## src/rtl/custom_wptr_full_sync.sv

```systemverilog
// Write-domain half of the dual-clock FIFO: brings the Gray read pointer across with
// two flops, advances the write pointer and derives full, almost-full, count and overflow.
module custom_wptr_full_sync #(
    parameter int ADDRSIZE     = 4,
    parameter int AFULL_THRESH = (1 << ADDRSIZE) - 2
) (
    input  logic                wclk_i,
    input  logic                wrst_n_i,
    input  logic                winc_i,
    input  logic [ADDRSIZE:0]   rptr_g,
    output logic                wen_o,
    output logic [ADDRSIZE-1:0] waddr_o,
    output logic [ADDRSIZE:0]   wptr_g,
    output logic                wfull_o,
    output logic                walmost_full_o,
    output logic [ADDRSIZE:0]   wcount_o,
    output logic                woverflow_o
);

    localparam logic [ADDRSIZE:0] AFULL_W = (ADDRSIZE+1)'(AFULL_THRESH);

    logic [ADDRSIZE:0] rq1;
    logic [ADDRSIZE:0] rq2;
    logic [ADDRSIZE:0] rbin;
    logic [ADDRSIZE:0] wbin;
    logic [ADDRSIZE:0] wbin_next;
    logic [ADDRSIZE:0] wgray_next;
    logic [ADDRSIZE:0] wocc_next;
    logic              wacc;
    logic              wfull_next;

    always_comb begin
        rbin = '0;
        for (int i = 0; i <= ADDRSIZE; i++) begin
            rbin[i] = ^(rq2 >> i);
        end
    end

    assign wacc       = winc_i & ~wfull_o;
    assign wen_o      = wacc;
    assign waddr_o    = wbin[ADDRSIZE-1:0];
    assign wbin_next  = wbin + (ADDRSIZE+1)'(wacc);
    assign wgray_next = (wbin_next >> 1) ^ wbin_next;
    assign wocc_next  = wbin_next - rbin;

    // Writer exactly one lap ahead: the two top Gray bits differ, the rest match.
    assign wfull_next = (wgray_next == {~rq2[ADDRSIZE:ADDRSIZE-1], rq2[ADDRSIZE-2:0]});

    always_ff @(posedge wclk_i) begin
        if (!wrst_n_i) begin
            rq1            <= '0;
            rq2            <= '0;
            wbin           <= '0;
            wptr_g         <= '0;
            wfull_o        <= 1'b0;
            walmost_full_o <= 1'b0;
            wcount_o       <= '0;
            woverflow_o    <= 1'b0;
        end else begin
            rq1            <= rptr_g;
            rq2            <= rq1;
            wbin           <= wbin_next;
            wptr_g         <= wgray_next;
            wfull_o        <= wfull_next;
            walmost_full_o <= (wocc_next >= AFULL_W);
            wcount_o       <= wocc_next;
            woverflow_o    <= woverflow_o | (winc_i & wfull_o);
        end
    end

endmodule

```

## config.mk

```make
export PLATFORM = sky130hd
export DESIGN_NAME = custom_wptr_full_sync
export DESIGN_NICKNAME = d
export VERILOG_FILES = /design/src/rtl/custom_wptr_full_sync.sv
export SDC_FILE = /design/constraint.sdc
export NUM_CORES = 1
export LEC_CHECK = 0
export ABC_AREA = 1
export CORE_MARGIN = 2
export CORE_UTILIZATION = 50
export DETAILED_ROUTE_END_ITERATION = 16
export PLACE_DENSITY = 0.78
export SETUP_SLACK_MARGIN = 0.5
export SLEW_MARGIN = 20
export SYNTH_ARGS = -nofsm -noshare
export SYNTH_HDL_FRONTEND = slang
export SYNTH_SLANG_ARGS = --single-unit
```

## constraint.sdc

```tcl
create_clock -name wclk_i -period 2.9 [get_ports wclk_i]
set_input_delay 0.58 -clock wclk_i [delete_from_list [all_inputs] [get_ports wclk_i]]
set_output_delay 0.58 -clock wclk_i [all_outputs]
set_load 0.03 [all_outputs]
```

==> flow_summary_export.csv <==
group,metric,value,unit
drt,wirelength_per_cell,10.8,um
worst_setup_path,critical_path.startpoint_type,"input pin",
cells_and_area,final_nets,216,
cts,numCtsBuffers,3,
floorplanning,initial_utilization,52.3,%
timing,achievable-frequency,0.435,GHz
worst_setup_path,timing.critical_path.arrival,2.53,ns
drt,post_drt_via_cell_ratio,4.83,
placement,port-buffer-count,25,
cts,number_of_sinks_driven_by_the_clock_tree,27,
drt,routed_wirelength,2.49,mm
global_route,grt_first_pass_wirelength,4.20,mm
yosys,synth_commonest_cells,"48 x sky130_fd_sc_hd__nand2_1, 27 x sky130_fd_sc_hd__dfxtp_1, 26 x sky130_fd_sc_hd__inv_1, 15 x sky130_fd_sc_hd__nor2_1, 12 x sky130_fd_sc_hd__nand3_1",
worst_setup_path,end_kind,"flop",
yosys,synth.most_common_cell,"sky130_fd_sc_hd__nand2_1",
worst_setup_path,critPathKind,"input pin to flop",
flow_run,cap_viol_max_count,0,
global_route,number_of_global_route_vias_before_repair,1058,
placement,finalWeightedCongestion,0.854,
drt,drtAntennaViolNets,0,
global_route,met2_routing_resource_usage_after_global_routing,35.9,%
floorplanning,core_region_area,2430,um2
cts,h-tree-depth,1,
cells_and_area,syn2layout_area_growth,31.0,%
timing,timing.final.crit_share,79.2,%
yosys,postSynthRegisterBits,27,
cts,cts_tree,"built",
yosys,synth_flop_cell,"sky130_fd_sc_hd__dfxtp_1",
drt,detailedRoute.firstIterationViolations,22,
timing,setup_viol,0,
cts,worst_skew_late_latency,0.32,ns
power_and_ir_drop,finalPower,844,uW
worst_setup_path,critPathRequiredTime,3.13,ns
yosys,yosys.area.top_type,"sky130_fd_sc_hd__dfxtp_1",
global_route,grt_antenna_before_repair,0,
yosys,synth_edf_count,0,
cts,cts.path.max_buffers,2,
yosys,netlist_top_cells_area,"sky130_fd_sc_hd__dfxtp_1 43%, sky130_fd_sc_hd__nand2_1 14%, sky130_fd_sc_hd__inv_1 7.7%, sky130_fd_sc_hd__ha_1 4.9%, sky130_fd_sc_hd__nand3_1 4.7%",
yosys,share_of_the_synthesized_area_in_the_top_cell_type,42.5,%
cells_and_area,finalNonFillerCells,231,
drt,vias,1115,
floorplanning,placement_rows,18,
timing,max_slew.worst_pin.slew,0.410,ns
floorplanning,die_w,54.4,um
worst_setup_path,worstPathMaxFanout,3,
drt,route.detailed.drc,0,
power_and_ir_drop,p_leak,0.852,nW
yosys,ys_seq_area_share,42.5,%
cells_and_area,antenna_cells_inserted,0,
timing,rsz_0062_raised_after_global_routing,"false",
floorplanning,io_pins,26,
global_route,global_route.usage.total,19.6,%
yosys,asyncSetResetFlopFracSynth,0,%
placement,preCtsSetupSlack,0.0141,ns
global_route,grt.busiest_layer,"met2",
timing,relSlewSlack,72.6,%
timing,max_slew_violation_count,0,
placement,hpwlAfterDp,2.01,mm
power_and_ir_drop,power_per_cell_area,507,nW/um2
cts,holdBufCountCts,0,
hold_path,tightest_hold_check_type,"flop to flop",
cells_and_area,layout-drive-gt1-share,17.4,%
yosys,library_cells_used_by_synthesis,21,
yosys,synth.yosys.warnings,0,
timing,timing.final.crit_period,2.30,ns
global_route,global_route.usage.met3,3.55,%
cts,cts.clk_slew.worst_paths,0.14,ns
timing,layout_setup_ws,0.603,ns
yosys,syn-num-nets,183,
cts,cell_chosen_for_the_clock_root,"sky130_fd_sc_hd__clkbuf_4",
yosys,syn-cell-area,1270,um2
floorplanning,die_area,2960,um2
yosys,synthCells,169,
yosys,syn_avg_cell_area,7.52,um2
global_route,pin_count_of_the_biggest_net_entering_global_routing,16,
drt,detail_route.first_pass.iterations,4,
timing,final-hold-violation-count,0,
global_route,groute.layer.met1.usage,21.7,%
placement,dpl.cell_count,224,
global_route,global_route.overflow_total,0,
timing,finClkSkew,0.00702,ns
cells_and_area,ff_latch_area,542,um2
cells_and_area,footprint_of_the_multi_input_gates,652,um2
run_status,outcome,"finished, final reports clean",
cells_and_area,n_fill_cell,229,
power_and_ir_drop,irDropWorstVdd,483,uV
timing,setup-tns-final,0,ns
floorplanning,die_height,54.4,um
cells by family after synthesis:
kind of cell	count (synthesis)	share of synthesized area (%)
and+or+nand+nor	89	31.2
AOI/OAI and AO/OA	9	3.94
DFF	27	42.5
xor gates and xnor gates	5	5.51
buffers and inverters	33	10.3
adders and majority gates	6	6.50
layout make-up:
class                   count  share of cell area, %
clock inverters             1                  0.301
inverters                  30                   6.76
clock buffers               3                   1.35
repair buffers             31                   17.7
multi-input cells         109                   39.1
flip-flops and latches     27                   32.5
well taps                  30                   2.25
critical path, cell delays in order:
cell	delay, ns
sky130_fd_sc_hd__clkdlybuf4s50_1	0.44
sky130_fd_sc_hd__inv_2	0.08
sky130_fd_sc_hd__nor2_4	0.04
sky130_fd_sc_hd__ha_4	0.16
sky130_fd_sc_hd__ha_4	0.26
sky130_fd_sc_hd__inv_1	0.08
sky130_fd_sc_hd__fa_2	0.41
sky130_fd_sc_hd__inv_1	0.06
sky130_fd_sc_hd__a21oi_1	0.06
sky130_fd_sc_hd__nand2_1	0.11
sky130_fd_sc_hd__nand3_1	0.10
sky130_fd_sc_hd__nand3_2	0.09
sky130_fd_sc_hd__nand2_1	0.05
power breakdown:
part           leakage, nW  switching [mW]  internal, mW
Clock               0.0177           0.107        0.0517
Combinational        0.611           0.151         0.116
Sequential           0.223          0.0150         0.402
per-stage QoR:
| step | hold WS (ns) | area [um2] | util (%) |
|---|---|---|---|
| after floorplan | 0.390 | 1280 | - |
| final | 0.417 | 1670 | 68.5 |
| after detailed placement | 0.400 | 1570 | 64.6 |
| after global routing | 0.443 | 1670 | 68.5 |
| after CTS | 0.426 | 1630 | 66.9 |
| after global placement | 0.393 | 1570 | 64.6 |
state kept, by name, summed over array words and instances (netlist names):
register and count:
wfull_o 1, wptr_g 5, woverflow_o 1, walmost_full_o 1, rq2 5, rq1 5
wbin 4, wcount_o 5
metal layers:
metal,up-vias,part of all wire [%]
met2,24,53
met4,0,1.4
li1,576,-
met5,-,0
met1,510,42
met3,5,3.7
timing repair:
action / 4_1_cts / 5_1_grt
buffers inserted: 0 / 3
setup endpoints to repair: 4 / 3
gates resized for setup: 6 / 4
pin swaps: 0 / 1
cell usage in the layout (no fill, tap or decap):
cell,n
sky130_fd_sc_hd__nand2_1,48
sky130_fd_sc_hd__dfxtp_1,26
sky130_fd_sc_hd__inv_1,25
sky130_fd_sc_hd__clkdlybuf4s50_1,24
sky130_fd_sc_hd__nor2_1,14
sky130_fd_sc_hd__nand3_1,11
sky130_fd_sc_hd__nand2_2,7
sky130_fd_sc_hd__a21oi_1,7
sky130_fd_sc_hd__buf_4,6
sky130_fd_sc_hd__inv_2,5
sky130_fd_sc_hd__xor2_1,3
sky130_fd_sc_hd__nand3_2,3
sky130_fd_sc_hd__ha_4,3
sky130_fd_sc_hd__clkbuf_4,3
sky130_fd_sc_hd__nand4_1,2
sky130_fd_sc_hd__o21bai_1,2
sky130_fd_sc_hd__ha_1,2
sky130_fd_sc_hd__nor2_4,1
sky130_fd_sc_hd__xor2_4,1
sky130_fd_sc_hd__xor2_2,1
sky130_fd_sc_hd__nand4_2,1
sky130_fd_sc_hd__nor2_2,1
sky130_fd_sc_hd__nor3_1,1
sky130_fd_sc_hd__fa_2,1
sky130_fd_sc_hd__clkinv_2,1
sky130_fd_sc_hd__dlygate4sd2_1,1
sky130_fd_sc_hd__dfxtp_2,1
path summary, 6_finish.rpt:
check | startpoint | end | slack (ns) | depth (start not counted)
worst min-delay path | rq1[4]$_SDFF_PN0_ | rq2[4]$_SDFF_PN0_ | 0.42 | 2
worst max-delay path | winc_i | walmost_full_o$_SDFF_PN0_ | 0.60 | 13
worst max register to register | rq2[3]$_SDFF_PN0_ | walmost_full_o$_SDFF_PN0_ | 0.72 | 14
worst min register to register | rq1[4]$_SDFF_PN0_ | rq2[4]$_SDFF_PN0_ | 0.42 | 2
(Power assumes the default switching activity.)
